`config.mk`:
```
export PLATFORM = sky130hd
export DESIGN_NAME = de3cd_unpacket
export DESIGN_NICKNAME = d
export VERILOG_FILES = /design/src/rtl/de3cd_unpacket.sv
export SDC_FILE = /design/constraint.sdc
export NUM_CORES = 1
export LEC_CHECK = 0
export ABC_AREA = 1
export CAP_MARGIN = 20
export CORE_MARGIN = 3
export CORE_UTILIZATION = 48
export CTS_BUF_LIST = sky130_fd_sc_hd__clkbuf_16
export CTS_CLUSTER_DIAMETER = 100
export DETAILED_ROUTE_END_ITERATION = 10
export PLACE_DENSITY = 0.86
export SYNTH_ARGS = -nofsm -noshare
export SYNTH_HDL_FRONTEND = slang
export SYNTH_SLANG_ARGS = --single-unit
```
`constraint.sdc`:
```
create_clock -name clk -period 3.3 [get_ports clk]
set_clock_uncertainty 0.1 [all_clocks]
set_input_delay 0.66 -clock clk [delete_from_list [all_inputs] [get_ports clk]]
set_output_delay 0.66 -clock clk [all_outputs]
set_load 0.005 [all_outputs]
```
`src/rtl/de3cd_unpacket.sv`:
```
// DE3CD frame unpacketizer: drains the ping-pong packet FIFOs frame by frame in
// prog_empty-gated bursts, re-emits payload words on an AXI4-Stream master with
// SOF (tuser) / EOF (tlast) marking, and discards the trailing fill words.
module de3cd_unpacket #(
  parameter int unsigned FRAME_WORDS = 9120,
  parameter int unsigned PAD_WORDS   = 17,
  parameter int unsigned BURST_LEN   = 16
) (
  input  logic        clk,
  input  logic        rst_n,
  input  logic        region_indc,
  input  logic        region_valid,
  input  logic [63:0] fifo_1_rdata,
  input  logic        fifo_1_rdempty,
  input  logic        prog_1_empty,
  output logic        fifo_1_rden,
  input  logic [63:0] fifo_2_rdata,
  input  logic        fifo_2_rdempty,
  input  logic        prog_2_empty,
  output logic        fifo_2_rden,
  output logic [63:0] m_axis_tdata,
  output logic        m_axis_tvalid,
  input  logic        m_axis_tready,
  output logic        m_axis_tlast,
  output logic        m_axis_tuser,
  output logic        frame_done,
  output logic        overrun,
  output logic        busy
);

  localparam int unsigned BurstW = $clog2(BURST_LEN) + 1;
  localparam int unsigned PadW   = $clog2(PAD_WORDS) + 1;

  localparam logic [16:0]       FrameLen   = 17'(FRAME_WORDS);
  localparam logic [16:0]       BurstLen17 = 17'(BURST_LEN);
  localparam logic [BurstW-1:0] BurstLenB  = BurstW'(BURST_LEN);
  localparam logic [BurstW-1:0] BurstOne   = BurstW'(1);
  localparam logic [PadW-1:0]   PadLen     = PadW'(PAD_WORDS);
  localparam logic [PadW-1:0]   PadOne     = PadW'(1);
  localparam logic [15:0]       LastIdx    = 16'(FRAME_WORDS - 1);

  typedef enum logic [2:0] {
    StIdle,
    StGate,
    StBurst,
    StDrain,
    StDone
  } state_e;

  state_e            state_q, state_d;
  logic              pend_v_q, pend_v_d;
  logic              pend_sel_q, pend_sel_d;
  logic              cur_sel_q, cur_sel_d;
  logic              overrun_q, overrun_d;
  logic [15:0]       word_cnt_q, word_cnt_d;
  logic [BurstW-1:0] burst_cnt_q, burst_cnt_d;
  logic [PadW-1:0]   pad_cnt_q, pad_cnt_d;
  logic [63:0]       tdata_q, tdata_d;
  logic              tvalid_q, tvalid_d;
  logic              tlast_q, tlast_d;
  logic              tuser_q, tuser_d;

  logic [63:0] sel_rdata;
  logic        sel_rdempty;
  logic        sel_prog_empty;
  logic [16:0] rem;
  logic        rem_short;
  logic        pop_burst;
  logic        pop_drain;
  logic        pop;
  logic        consume;

  // Route the selected FIFO and decode the pop conditions for this cycle.
  always_comb begin
    sel_rdata      = cur_sel_q ? fifo_1_rdata   : fifo_2_rdata;
    sel_rdempty    = cur_sel_q ? fifo_1_rdempty : fifo_2_rdempty;
    sel_prog_empty = cur_sel_q ? prog_1_empty   : prog_2_empty;
    rem            = FrameLen - {1'b0, word_cnt_q};
    rem_short      = (rem < BurstLen17);
    // A payload pop needs room in the output register: empty or being accepted now.
    pop_burst      = (state_q == StBurst) && !sel_rdempty && (!tvalid_q || m_axis_tready);
    // Fill words are thrown away, so the sink is irrelevant here.
    pop_drain      = (state_q == StDrain) && !sel_rdempty;
    pop            = pop_burst || pop_drain;
    consume        = (state_q == StIdle) && pend_v_q;
  end

  // Next-state logic: notification slot, frame FSM, counters and output register.
  always_comb begin
    state_d     = state_q;
    pend_v_d    = pend_v_q;
    pend_sel_d  = pend_sel_q;
    cur_sel_d   = cur_sel_q;
    overrun_d   = overrun_q;
    word_cnt_d  = word_cnt_q;
    burst_cnt_d = burst_cnt_q;
    pad_cnt_d   = pad_cnt_q;
    tdata_d     = tdata_q;
    tvalid_d    = tvalid_q;
    tlast_d     = tlast_q;
    tuser_d     = tuser_q;

    // Consuming the slot and refilling it in the same cycle is legal, so the
    // clear comes first and a new notification may overwrite it.
    if (consume) begin
      pend_v_d = 1'b0;
    end
    if (region_valid) begin
      if (!pend_v_q || consume) begin
        pend_v_d   = 1'b1;
        pend_sel_d = region_indc;
      end else begin
        overrun_d = 1'b1;
      end
    end

    case (state_q)
      StIdle: begin
        if (pend_v_q) begin
          cur_sel_d  = pend_sel_q;
          word_cnt_d = '0;
          state_d    = StGate;
        end
      end
      StGate: begin
        // The tail of a frame is shorter than the threshold, so prog_empty would
        // never drop; any data at all is enough to start the short burst.
        if (!sel_prog_empty || (rem_short && !sel_rdempty)) begin
          burst_cnt_d = rem_short ? BurstW'(rem) : BurstLenB;
          state_d     = StBurst;
        end
      end
      StBurst: begin
        if (pop_burst) begin
          word_cnt_d  = word_cnt_q + 16'd1;
          burst_cnt_d = burst_cnt_q - BurstOne;
          if (burst_cnt_q == BurstOne) begin
            if (({1'b0, word_cnt_q} + 17'd1) == FrameLen) begin
              pad_cnt_d = '0;
              state_d   = (PAD_WORDS == 0) ? StDone : StDrain;
            end else begin
              state_d = StGate;
            end
          end
        end
      end
      StDrain: begin
        if (pop_drain) begin
          pad_cnt_d = pad_cnt_q + PadOne;
          if ((pad_cnt_q + PadOne) == PadLen) begin
            state_d = StDone;
          end
        end
      end
      StDone: begin
        state_d = StIdle;
      end
      default: begin
        state_d = StIdle;
      end
    endcase

    // Output register: a load always wins over a plain handshake.
    if (pop_burst) begin
      tdata_d  = sel_rdata;
      tvalid_d = 1'b1;
      tuser_d  = (word_cnt_q == 16'd0);
      tlast_d  = (word_cnt_q == LastIdx);
    end else if (tvalid_q && m_axis_tready) begin
      tvalid_d = 1'b0;
      tuser_d  = 1'b0;
      tlast_d  = 1'b0;
    end
  end

  // State registers with synchronous active-low reset.
  always_ff @(posedge clk) begin
    if (!rst_n) begin
      state_q     <= StIdle;
      pend_v_q    <= 1'b0;
      pend_sel_q  <= 1'b0;
      cur_sel_q   <= 1'b0;
      overrun_q   <= 1'b0;
      word_cnt_q  <= '0;
      burst_cnt_q <= '0;
      pad_cnt_q   <= '0;
      tdata_q     <= '0;
      tvalid_q    <= 1'b0;
      tlast_q     <= 1'b0;
      tuser_q     <= 1'b0;
    end else begin
      state_q     <= state_d;
      pend_v_q    <= pend_v_d;
      pend_sel_q  <= pend_sel_d;
      cur_sel_q   <= cur_sel_d;
      overrun_q   <= overrun_d;
      word_cnt_q  <= word_cnt_d;
      burst_cnt_q <= burst_cnt_d;
      pad_cnt_q   <= pad_cnt_d;
      tdata_q     <= tdata_d;
      tvalid_q    <= tvalid_d;
      tlast_q     <= tlast_d;
      tuser_q     <= tuser_d;
    end
  end

  // Outputs: pops are combinational, everything else comes straight from flops.
  always_comb begin
    fifo_1_rden   = pop && cur_sel_q;
    fifo_2_rden   = pop && !cur_sel_q;
    m_axis_tdata  = tdata_q;
    m_axis_tvalid = tvalid_q;
    m_axis_tlast  = tlast_q;
    m_axis_tuser  = tuser_q;
    frame_done    = (state_q == StDone);
    overrun       = overrun_q;
    busy          = (state_q != StIdle);
  end

endmodule

```
; Word level (Yosys, flattened, before mapping)
; Index checks and enable logic that the tools add are counted.
; Widths: inputs -> output; s select.
[word_totals]
elab_cells = 95
output_inout_bits = 72
reg_bits = 101
in_bits = 137
[op_classes]
reduce_logical = 31
n_addsub = 5
n_eq_ne = 15
n_bitwise = 1
n_mux = 30
n_lt_le_gt_ge = 1
[ops]
columns = op, count
row1 = $mux 64, 1
row2 = $mux 16, 2
row3 = $pmux 16 s2, 1
row4 = $mux 6, 4
row5 = $mux 3, 6
row6 = $add 16x1->17 const B, 1
row7 = $eq 17x14->1 const B, 1
row8 = $lt 17x5->1 const B, 1
row9 = $sub 14x16->17 const A, 1
row10 = $add 16x1->16 const B, 1
row11 = $eq 16x14->1 const B, 1
row12 = $logic_not 16->1, 1
row13 = $mux 5, 3
row14 = $pmux 3 s4, 1
row15 = $pmux 6 s2, 1
row16 = $pmux 5 s2, 1
row17 = $mux 1, 9
row18 = $logic_and 1x1->1, 8
row19 = $ne 2x2->1 const B, 4
row20 = $reduce_bool 2->1, 4
row21 = $add 6x1->6 const B, 1
row22 = $eq 3x2->1 const B, 2
row23 = $eq 6x5->1 const B, 1
row24 = $ne 2x1->1 const B, 3
row25 = 14 further kinds, 24

; Longest topological paths before layout
; Gate-level depths: netlist of the first run.
[depth]
depth_word = 6
ltp_mapped = 19
depth_no_buf = 19

; Least setup slack after synthesis of the first run
; Ideal clock, no wire load.
[synth_path]
path_type = input to output
from = input fifo_1_rdempty
to = output fifo_1_rden
cell_stages = 9
required_time_ps = 2540
slack_ps = 947
arrival_time_ps = 1593
n_path_buf = 1
cell_sequence = or2_1 > o21ai_2 > inv_2 > nor2_1 > nand2_1 > buf_2 > o21ai_0 > inv_1 > nor2_1
[synth_between]
elab_chain_len = 6
elab_cells_between_ends = 7
cone_classes = mux: 1 / reduce/logical: 6
[synth_rtl]
columns = element, line_no
row1 = "start, declared", 14  ; input logic fifo_1_rdempty,
row2 = $mux 1 *, 76  ; sel_rdempty = cur_sel_q ? fifo_1_rdempty : fifo_2_rdempty;
row3 = $logic_not 1->1 *, "81, 83"
row4 = $logic_and 1x1->1 (2 in a row), 81  ; pop_burst = (state_q == StBurst) && !sel_rdempty && (!tvalid_q || m_axis_tready);
row5 = $logic_or 1x1->1 *, 84  ; pop = pop_burst || pop_drain;
row6 = $logic_and 1x1->1 *, 209  ; fifo_1_rden = pop && cur_sel_q;
row7 = "end, declared", 16  ; output logic fifo_1_rden,
; Mark *: on every way between the ends. The rest lies on a longest branch, timed or not.

; Final worst setup path of the first run
[layout_path]
from = input fifo_1_rdempty
to = output fifo_2_rden
[layout_between]
elab_chain_len = 6
elab_cells_between_ends = 7
cone_classes = mux: 1 / reduce/logical: 6
[layout_rtl]
columns = element, line_no
row1 = $mux 1 *, 76
row2 = $logic_not 1->1 *, "81, 83"
row3 = $logic_and 1x1->1 (2 in a row), 81
row4 = $logic_or 1x1->1 *, 84
row5 = $logic_and 1x1->1 *, 210  ; fifo_2_rden = pop && !cur_sel_q;
row6 = "end, declared", 20  ; output logic fifo_2_rden,
; Marks and branches as above.

==> out/qor.yml, run 1 <==
setup_path:
  critPathRequiredTime_ns: 2.54
  cp-startpoint: "fifo_1_rdempty"
  cp-start-kind: "input pin"
  cp_max_fo: 3
  path_cells: "clkdlybuf4s50_1, or2_1, o21ai_2, inv_2, nor2_1, nand2_1, o21ai_0, inv_1, nor2_1, clkdlybuf4s50_1"
  crit_path_end_kind: "output pin"
  crit-reg2reg-launch: "word_cnt_q[5]"
  arrival_ns: 2.40
  crit_type: "input pin to output pin"
  critPathSlowestCell: "clkdlybuf4s50_1"
  slowest_delay_ns: 0.51
clock_tree:
  cts_resized: 0
  htree_levels: 3
  cts_setup_buffers: 0
  path_clk_slew_ns: 0.07
  tritoncts: "yes"
  cts_buffer_depth: 2
  cts-root-buf: "clkbuf_16"
  insertion_delay_ns: 0.35
  numCtsBuffers: 9
  cts_hold_buf: 0
  cts_sinks: 101
synthesis:
  synth-edff-count: 0
  syn_inst: 821
  ys_warn_count: 0
  yosys.area.top_type: "dfxtp_1"
  syn-cell-area_mm2: 0.005488
  ys_types: 40
  synth.area.top_cells: "dfxtp_1, nand2_1, a31oi_1, o21ai_0, nor2_1"
  syn_area_per_cell_um2: 6.684
  synthFlopType: "dfxtp_1"
  ys_seq_elements: 101
  yosysTopAreaCellShare_pct: 36.84
  syn-num-nets: 965
  async_flop_share_pct: 0
  yosysSeqAreaShare_pct: 36.84
route:
  routed_wl_um: 17650
  drt_iter0_markers: 423
  drcViolationCount: 0
  vias_per_cell: 5.342
  routedWlPerCell_um: 15.39
  first_pass_iters: 5
  dr_total_vias: 6127
  ant_nets: 0
floorplan:
  dieArea_mm2: 0.01275
  coreArea_mm2: 0.01098
  die_w_um: 112.9
  io-pin-count: 209
  die_h_um: 112.9
  rows: 38
  start_util_pct: 49.97
timing:
  hold_slack_ns: 0.3648
  period_needed_ns: 3.157
  setup_viol: 0
  finalCritPeriodShare_pct: 95.68
  hold_violations: 0
  tns_ns: 0
  clock.fmax_mhz: 316.7
  relSlewSlack_pct: 53.75
  worst_slack_ns: 0.1426
  slew_violations: 0
  tightest_slew_ns: 0.6938
  rsz0062_at_grt: "no"
placement:
  postPlaceCellArea_mm2: 0.007590
  io_buffer_count: 208
  dp_hpwl_um: 12970
  dp.cells: 1130
  dp_worst_setup_slack_ns: 0.1365
  gp_congestion: 0.9416
global_route:
  grt-ovfl-total: 0
  grt_antenna_before_repair: 1
  grt_pass1_vias: 5636
  grt_use_total_pct: 27.24
  use_met2_pct: 46.01
  grtUsageMet3_pct: 8.930
  grt_max_degree: 104
  top_usage_layer: "met2"
  grtUsageMet1_pct: 32.02
  grt_first_pass_wirelength_um: 28100
power:
  p_total_mw: 3.630
  p_leak_nw: 3.100
  peakVddDrop_uv: 354.7
  p_per_area_mw_per_mm2: 461.5
cells_and_area:
  final_nets: 1145
  drive_gt1_share_pct: 6.163
  syn2layout_area_growth_pct: 43.32
  final_cell_mix: "nand2_1, clkdlybuf4s50_1, dfxtp_1"
  fin_util_pct: 71.61
  layout_commonest_cell: "nand2_1"
  fin_cells: 1147
  final_area_mm2: 0.007865
flow_run:
  drv_cap: 0
min_path:
  min_path_type: "flip-flop to flip-flop"
  hold_start: "m_axis_tlast"
status:
  status: "finished clean"
[power by group]
group | switching (mW) | internal (mW) | leakage [nW]
Combinational | 0.626 | 0.550 | 2.14
Sequential | 0.0911 | 1.35 | 0.817
Clock | 0.496 | 0.516 | 0.143
[cell type report]
| cell class | count | area [um2] |
|---|---|---|
| multi-input combinational | 614 | 3015 |
| sequential | 101 | 2023 |
| clock buffer | 9 | 225.2 |
| timing repair buffer | 217 | 2157 |
| inverter | 58 | 219.0 |
| clock inverter | 7 | 47.55 |
| antenna | 1 | 2.502 |
| tap | 140 | 175.2 |
| fill | 905 | 3118 |
[flip-flops by register name (all words and copies together), names as in the netlist]
| register | flops |
|---|---|
| pend_v_q | 1 |
| cur_sel_q | 1 |
| m_axis_tvalid | 1 |
| word_cnt_q | 16 |
| pad_cnt_q | 6 |
| m_axis_tdata | 64 |
| pend_sel_q | 1 |
| state_q | 3 |
| overrun | 1 |
| m_axis_tuser | 1 |
| m_axis_tlast | 1 |
| burst_cnt_q | 5 |
[cell families after synthesis]
kind of cell,count (synthesis),synth area share (%)
DFF,101,36.84
adders and majority gates,7,1.596
xor gates and xnor gates,15,2.394
AOI/OAI and AO/OA,184,18.92
and+or+nand+nor,408,32.03
buffers and inverters,106,8.208
[cell usage after synthesis, types with 7 or more instances]
library cell / number
a21oi_1: 27
a31oi_1: 64
buf_2: 17
clkbuf_1: 25
dfxtp_1: 101
ha_1: 7
inv_1: 47
inv_2: 10
nand2_1: 267
nand3_1: 39
nand4_1: 9
nor2_1: 57
nor3_1: 7
o21ai_0: 62
o21ai_1: 19
xor2_1: 14
[worst max-delay path, delay by kind of cell]
kind / cells / cell delay (ns)
simple gates: 4 / 0.51
buf+inv: 4 / 1.03
compound gates: 2 / 0.20
[per-layer routing]
metal	wire length, um	share of wire, %
met5	0	0
met4	618	3.5
met3	1372	7.8
met2	8568	49
met1	7091	40
[path summary, 6_finish.rpt]
check                  to  slack (ns)  depth (start not counted)
max           fifo_2_rden        0.14                         10
min          m_axis_tlast        0.36                          2
max reg2reg  pad_cnt_q[4]        0.73                         11
min reg2reg  m_axis_tlast        0.36                          2
Power figures use the tool's default switching activity.
==> run 2, diff against run 1 <==
- CAP_MARGIN: 20 -> not set
==> results of run 2 <==
No change in the layout: final DEF, timing and power equal those of run 1.
